[src/rtl/aidc_lite_bf16_comp.sv]
// -----------------------------------------------------------------------------
// aidc_lite_bf16_comp
//
// Fixed-ratio 2:1 block compressor. A 128-byte block (32 x FP32) is captured
// through a byte-enabled 16 x 64-bit write port. A start pulse converts every
// FP32 word to BF16, one 64-bit entry per cycle over 16 cycles. The resulting
// 64-byte block (16 x 32-bit) is then read through a pop-style port.
//
// Build option:
//   AIDC_LITE_BF16_RNE_EN  defined     : round-to-nearest-even with quiet NaN
//                          not defined : plain truncation (x[31:16])
//
// Ports:
//   clk           in   1   clock, rising edge
//   rst_n         in   1   asynchronous active-low reset
//   buf_wren_i    in   1   input buffer write strobe
//   buf_waddr_i   in   4   input buffer entry index
//   buf_wbe_i     in   8   byte enables, bit n covers buf_wdata_i[8n+7:8n]
//   buf_wdata_i   in  64   write data
//   comp_start_i  in   1   pulse: buffered block is complete, start conversion
//   comp_ready_o  out  1   compressed block available
//   comp_rden_i   in   1   pop strobe, advances to the next output word
//   comp_rdata_o  out 32   current output word
// -----------------------------------------------------------------------------
module aidc_lite_bf16_comp (
  input  logic        clk,
  input  logic        rst_n,
  input  logic        buf_wren_i,
  input  logic [3:0]  buf_waddr_i,
  input  logic [7:0]  buf_wbe_i,
  input  logic [63:0] buf_wdata_i,
  input  logic        comp_start_i,
  output logic        comp_ready_o,
  input  logic        comp_rden_i,
  output logic [31:0] comp_rdata_o
);

  localparam int ENTRIES = 16;

  typedef enum logic [1:0] {
    ST_IDLE  = 2'd0,
    ST_CONV  = 2'd1,
    ST_READY = 2'd2
  } state_e;

  // FP32 -> BF16 conversion of one word.
  function automatic logic [15:0] cvt(input logic [31:0] x);
`ifdef AIDC_LITE_BF16_RNE_EN
    logic        round_up;
    logic [15:0] res;
    round_up = 1'b0;
    if ((x[30:23] == 8'hFF) && (x[22:0] != 23'd0)) begin
      // Any NaN becomes a quiet NaN; sign and upper payload bits kept.
      res = {x[31], 8'hFF, 1'b1, x[21:16]};
    end else begin
      // Mantissa carry ripples into the exponent; overflow to Inf is intended.
      round_up = x[15] & ((|x[14:0]) | x[16]);
      res      = x[31:16] + {15'd0, round_up};
    end
    return res;
`else
    return x[31:16];
`endif
  endfunction

  state_e      state_q, state_d;
  logic [3:0]  idx_q, idx_d;
  logic [3:0]  rd_ptr_q, rd_ptr_d;
  logic        ready_q, ready_d;
  logic        conv_en_s;
  logic [31:0] cvt_word_s;

  logic [63:0] buf_q [ENTRIES];
  logic [63:0] buf_d [ENTRIES];
  logic [31:0] out_q [ENTRIES];
  logic [31:0] out_d [ENTRIES];

  // Control state register.
  always_ff @(posedge clk or negedge rst_n) begin
    if (!rst_n) begin
      state_q  <= ST_IDLE;
      idx_q    <= 4'd0;
      rd_ptr_q <= 4'd0;
      ready_q  <= 1'b0;
    end else begin
      state_q  <= state_d;
      idx_q    <= idx_d;
      rd_ptr_q <= rd_ptr_d;
      ready_q  <= ready_d;
    end
  end

  // Next-state logic: start, conversion sequencing and read pointer.
  always_comb begin
    state_d   = state_q;
    idx_d     = idx_q;
    rd_ptr_d  = rd_ptr_q;
    ready_d   = 1'b0;
    conv_en_s = 1'b0;
    case (state_q)
      ST_IDLE: begin
        if (comp_start_i) begin
          state_d = ST_CONV;
          idx_d   = 4'd0;
        end else begin
          state_d = ST_IDLE;
        end
      end
      ST_CONV: begin
        // Start and pop are deliberately ignored while converting.
        conv_en_s = 1'b1;
        idx_d     = idx_q + 4'd1;
        if (idx_q == 4'd15) begin
          state_d  = ST_READY;
          rd_ptr_d = 4'd0;
          ready_d  = 1'b1;
        end else begin
          state_d  = ST_CONV;
        end
      end
      ST_READY: begin
        // A restart wins over a pop issued in the same cycle.
        if (comp_start_i) begin
          state_d = ST_CONV;
          idx_d   = 4'd0;
          ready_d = 1'b0;
        end else if (comp_rden_i) begin
          rd_ptr_d = rd_ptr_q + 4'd1;
          ready_d  = 1'b1;
        end else begin
          ready_d  = 1'b1;
        end
      end
      default: begin
        state_d  = ST_IDLE;
        idx_d    = 4'd0;
        rd_ptr_d = 4'd0;
        ready_d  = 1'b0;
      end
    endcase
  end

  // Next contents of the input buffer and the output store.
  always_comb begin
    buf_d = buf_q;
    out_d = out_q;
    // Conversion reads the registered buffer, so a same-cycle write to the
    // entry being converted is not seen until the next start.
    cvt_word_s = {cvt(buf_q[idx_q][63:32]), cvt(buf_q[idx_q][31:0])};
    if (conv_en_s) begin
      out_d[idx_q] = cvt_word_s;
    end else begin
      out_d[idx_q] = out_q[idx_q];
    end
    if (buf_wren_i) begin
      for (int b = 0; b < 8; b++) begin
        if (buf_wbe_i[b]) begin
          buf_d[buf_waddr_i][8*b +: 8] = buf_wdata_i[8*b +: 8];
        end else begin
          buf_d[buf_waddr_i][8*b +: 8] = buf_q[buf_waddr_i][8*b +: 8];
        end
      end
    end else begin
      buf_d[buf_waddr_i] = buf_q[buf_waddr_i];
    end
  end

  // Storage registers; both memories clear on reset.
  always_ff @(posedge clk or negedge rst_n) begin
    if (!rst_n) begin
      for (int i = 0; i < ENTRIES; i++) begin
        buf_q[i] <= 64'd0;
        out_q[i] <= 32'd0;
      end
    end else begin
      buf_q <= buf_d;
      out_q <= out_d;
    end
  end

  assign comp_ready_o = ready_q;
  assign comp_rdata_o = out_q[rd_ptr_q];

endmodule

[config.mk]
export PLATFORM = sky130hd
export DESIGN_NAME = aidc_lite_bf16_comp
export DESIGN_NICKNAME = d
export VERILOG_FILES = /design/src/rtl/aidc_lite_bf16_comp.sv
export SDC_FILE = /design/constraint.sdc
export NUM_CORES = 2
export LEC_CHECK = 0
export ABC_CLOCK_PERIOD_IN_PS = 4750
export BUFFER_PORTS_ARGS = -buffer_cell sky130_fd_sc_hd__buf_2
export CAP_MARGIN = 10
export CELL_PAD_IN_SITES_DETAIL_PLACEMENT = 0
export CELL_PAD_IN_SITES_GLOBAL_PLACEMENT = 1
export CORE_UTILIZATION = 35
export DETAILED_ROUTE_END_ITERATION = 16
export GPL_TIMING_DRIVEN = 1
export PLACE_DENSITY = 0.57
export SYNTH_ARGS = -nofsm -noshare
export SYNTH_HDL_FRONTEND = slang
export SYNTH_SLANG_ARGS = --single-unit
[constraint.sdc]
create_clock -name clk -period 4.75 [get_ports clk]
set_input_delay 0.7125 -clock clk [delete_from_list [all_inputs] [get_ports clk]]
set_output_delay 0.7125 -clock clk [all_outputs]
set_load 0.02 [all_outputs]
==> metrics <==
HPWL after DPL=127 mm; DRT iter0 DRCs=2,806; Initial Util=about a third; RD Place Congestion=roughly 0.80; CORE AREA=~0.15 mm^2; Site Rows=around 140; Syn Inst Count=approximately 5,000; Die H=394 um; Detail Route Antenna Nets=0; R2R cell count=6; Yosys cell types=71; cts hold-fix bufs=1; DRC viols=0; first-pass GRT wire length=between 200 and 300 mm; FF-to-FF setup slack=1250 ps; final WL=199 mm; Setup TNS=0 ps; Tmin final=4170 ps; CP arrival=about 3500 ps; P_int=between 20 and 25 mW; total power draw=38.3 mW; Psw=approximately 16 mW; peak supply drop=~0.00032 V; Clock Power Share=between 20% and 30%; Worst Hold Class=input port to flop; H-Tree Depth=3; max_cap viols=0; wire length per cell=28.4 um; first drt pass iteration count=5; clk root buf=clkbuf_16; Max Clk Rate=between 200 and 250 MHz; die footprint=approximately 0.15 mm^2; Clock Tree Buf Depth=3; final hold violations=0; fillers=around 15,000; total number of vias=roughly 40,000; Synthesis Warnings=0; static leakage=between 20 and 30 nW; Final Skew=28.4 ps; status=finished clean; Post-Syn Nets=about 5,000; Net count, final=between 4,000 and 5,000; GRT Total Usage=around 26%; Netlist Area Pre-Place=approximately 0.054 mm^2; RSZ-0062 raised after global routing=false; endpoints failing setup=0; layout cell share with drive strength beyond 1=21.4%; Port Buffer Count=77; synthesized flop and latch total=slightly above 1,000; pwr dens=633 mW/mm^2; I/O pin count=around 110; Via-to-Cell Ratio=~5.6; Hold Worst Slack=~430 ps; crit path kind=flop to output pin; CTS sink count=a little over 1,000; worst-margin pin slew=approximately 1200 ps; Die Wd=394 um; FFs w/ async S/R, synth=100%; Sw Share=40.8%; CP endpoint kind=output pin; Final Cycle Share=87.8%; register area share after synthesis=48.3%; area grow syn2layout=12.7%; Req. time, crit path=approximately 4000 ps; Combinational Power Share=between 30% and 40%; Avg Inst Size Synth=10.9 um^2; WHS Path Cells=4; PostCTS Resize Cnt=0; pins over their slew limit=0; Reg power frac=36.3%; vias in the first global route=~40,000; post-CTS setup buffers=0; worst skew pair latency=around 750 ps; CP Max Fanout=34; largest net degree at the start of global routing=roughly 130; cts bufs inserted=roughly 120; CTS tree=done; Most used DFF post-synth=dfrtp_1; total congestion overflow=0; Worst-path clk slew=~60 ps; initial antenna violation count=18; max_slew headroom=about a fifth; crit start category=flop; EDFF count, synth=0
-- through the flow --
stage	cell area, um^2	setup WS, ps	std cells	utilization (%)
final	60500	581	7024	39.8
after global routing	60500	423	7020	39.8
after CTS	60500	512	7019	39.7
after detailed placement	56600	1240	6799	37.2
after global placement	56600	1260	6799	37.2
after floorplan	53700	1820	4929	-
-- critical path, stage by stage, from the launching register on --
cell and delay (ps):
dfrtp_4 960, buf_4 360, mux4_2 540, mux4_2 600
buf_2 220
-- power by group through the flow --
stage / Sequential, mW / Combinational, mW / Clock, mW
after floorplan: 13.0 / 10.2 / 0
after global placement: 13.9 / 14.9 / 0
after detailed placement: 14.0 / 15.1 / 0
after CTS: 13.9 / 15.1 / 9.44
after global routing: 14.3 / 16.4 / 9.78
final: 13.9 / 15.1 / 9.24
-- registers in the layout, summed over array words and instances (netlist names) --
register      flops
buf_q           512
comp_ready_o      1
idx_q             4
out_q           512
rd_ptr_q          4
state_q           2
-- final cells by class --
cell class	count	area, um^2	area share [%]
clock inverters	30	254	0.420
inverters	7	26.3	0.0435
diodes	5	12.5	0.0207
flip-flops and latches	1035	25900	42.9
clock buffers	189	3620	5.99
well taps	2030	2540	4.20
repair buffers	241	2080	3.45
multi-input cells	3487	26000	43.0
-- cells by family (layout without fill, tap and decap cells) --
logic type	Yosys count	in the layout	share of synthesized area, %
compound gates	1392	1392	14.5
fa+ha+maj	9	9	0.210
buf+inv	407	467	3.68
flops	1035	1035	48.3
mux	741	741	23.3
other cells	0	5	0
simple gates	1345	1345	10.0
-- layer usage --
layer / track usage [%] / vias to the layer above / routed length, um
met3: 6.16 / 315 / 13800
met5: 0.924 / - / 234
li1: - / 17900 / -
met4: 7.73 / 6 / 6350
met1: 36.3 / 20200 / 89100
met2: 39.5 / 1075 / 89800
-- path summary, 6_finish.rpt --
path | from | to
worst max register to register | idx_q[3] | rd_ptr_q[0]
worst min register to register | out_q[435] | out_q[435]
max in group asynchronous | rst_n | buf_q[283]
worst min-delay path | comp_rden_i | rd_ptr_q[2]
worst max-delay path | rd_ptr_q[0] | comp_rdata_o[20]
min in group asynchronous | rst_n | out_q[64]
-- Yosys cell counts, drive strengths merged (4+ instances only) --
master | number | area, um^2
a211o | 4 | 35.0
a211oi | 9 | 67.6
a21o | 12 | 90.1
a21oi | 36 | 180
a221oi | 13 | 120
a22o | 10 | 87.6
a22oi | 36 | 270
and2 | 9 | 56.3
buf | 136 | 960
clkbuf | 264 | 991
dfrtp | 1035 | 25900
ha | 9 | 113
inv | 6 | 22.5
mux2 | 121 | 1360
mux2i | 227 | 2270
mux4 | 393 | 8850
nand2 | 1138 | 4290
nand3 | 18 | 95.1
nand3b | 4 | 33.8
nand4 | 9 | 56.3
nor2 | 98 | 368
nor2b | 17 | 106
nor3 | 5 | 30.0
o211ai | 11 | 87.6
o21ai | 1118 | 5740
o221ai | 9 | 78.8
o22a | 6 | 52.6
o22ai | 98 | 663
o32a | 6 | 60.1
or3 | 26 | 163
or3b | 5 | 43.8
-- placed cells by master (no fill, tap or decap), drive strengths merged, types with 98 or more instances in the layout --
cell type and count:
nor2 98, mux2i 227, mux2 121, clkbuf 191, o21ai 1118, dfrtp 1035
nand2 1138, mux4 393, buf 238, o22ai 98
No activity file was read; power rests on OpenSTA's default activity.
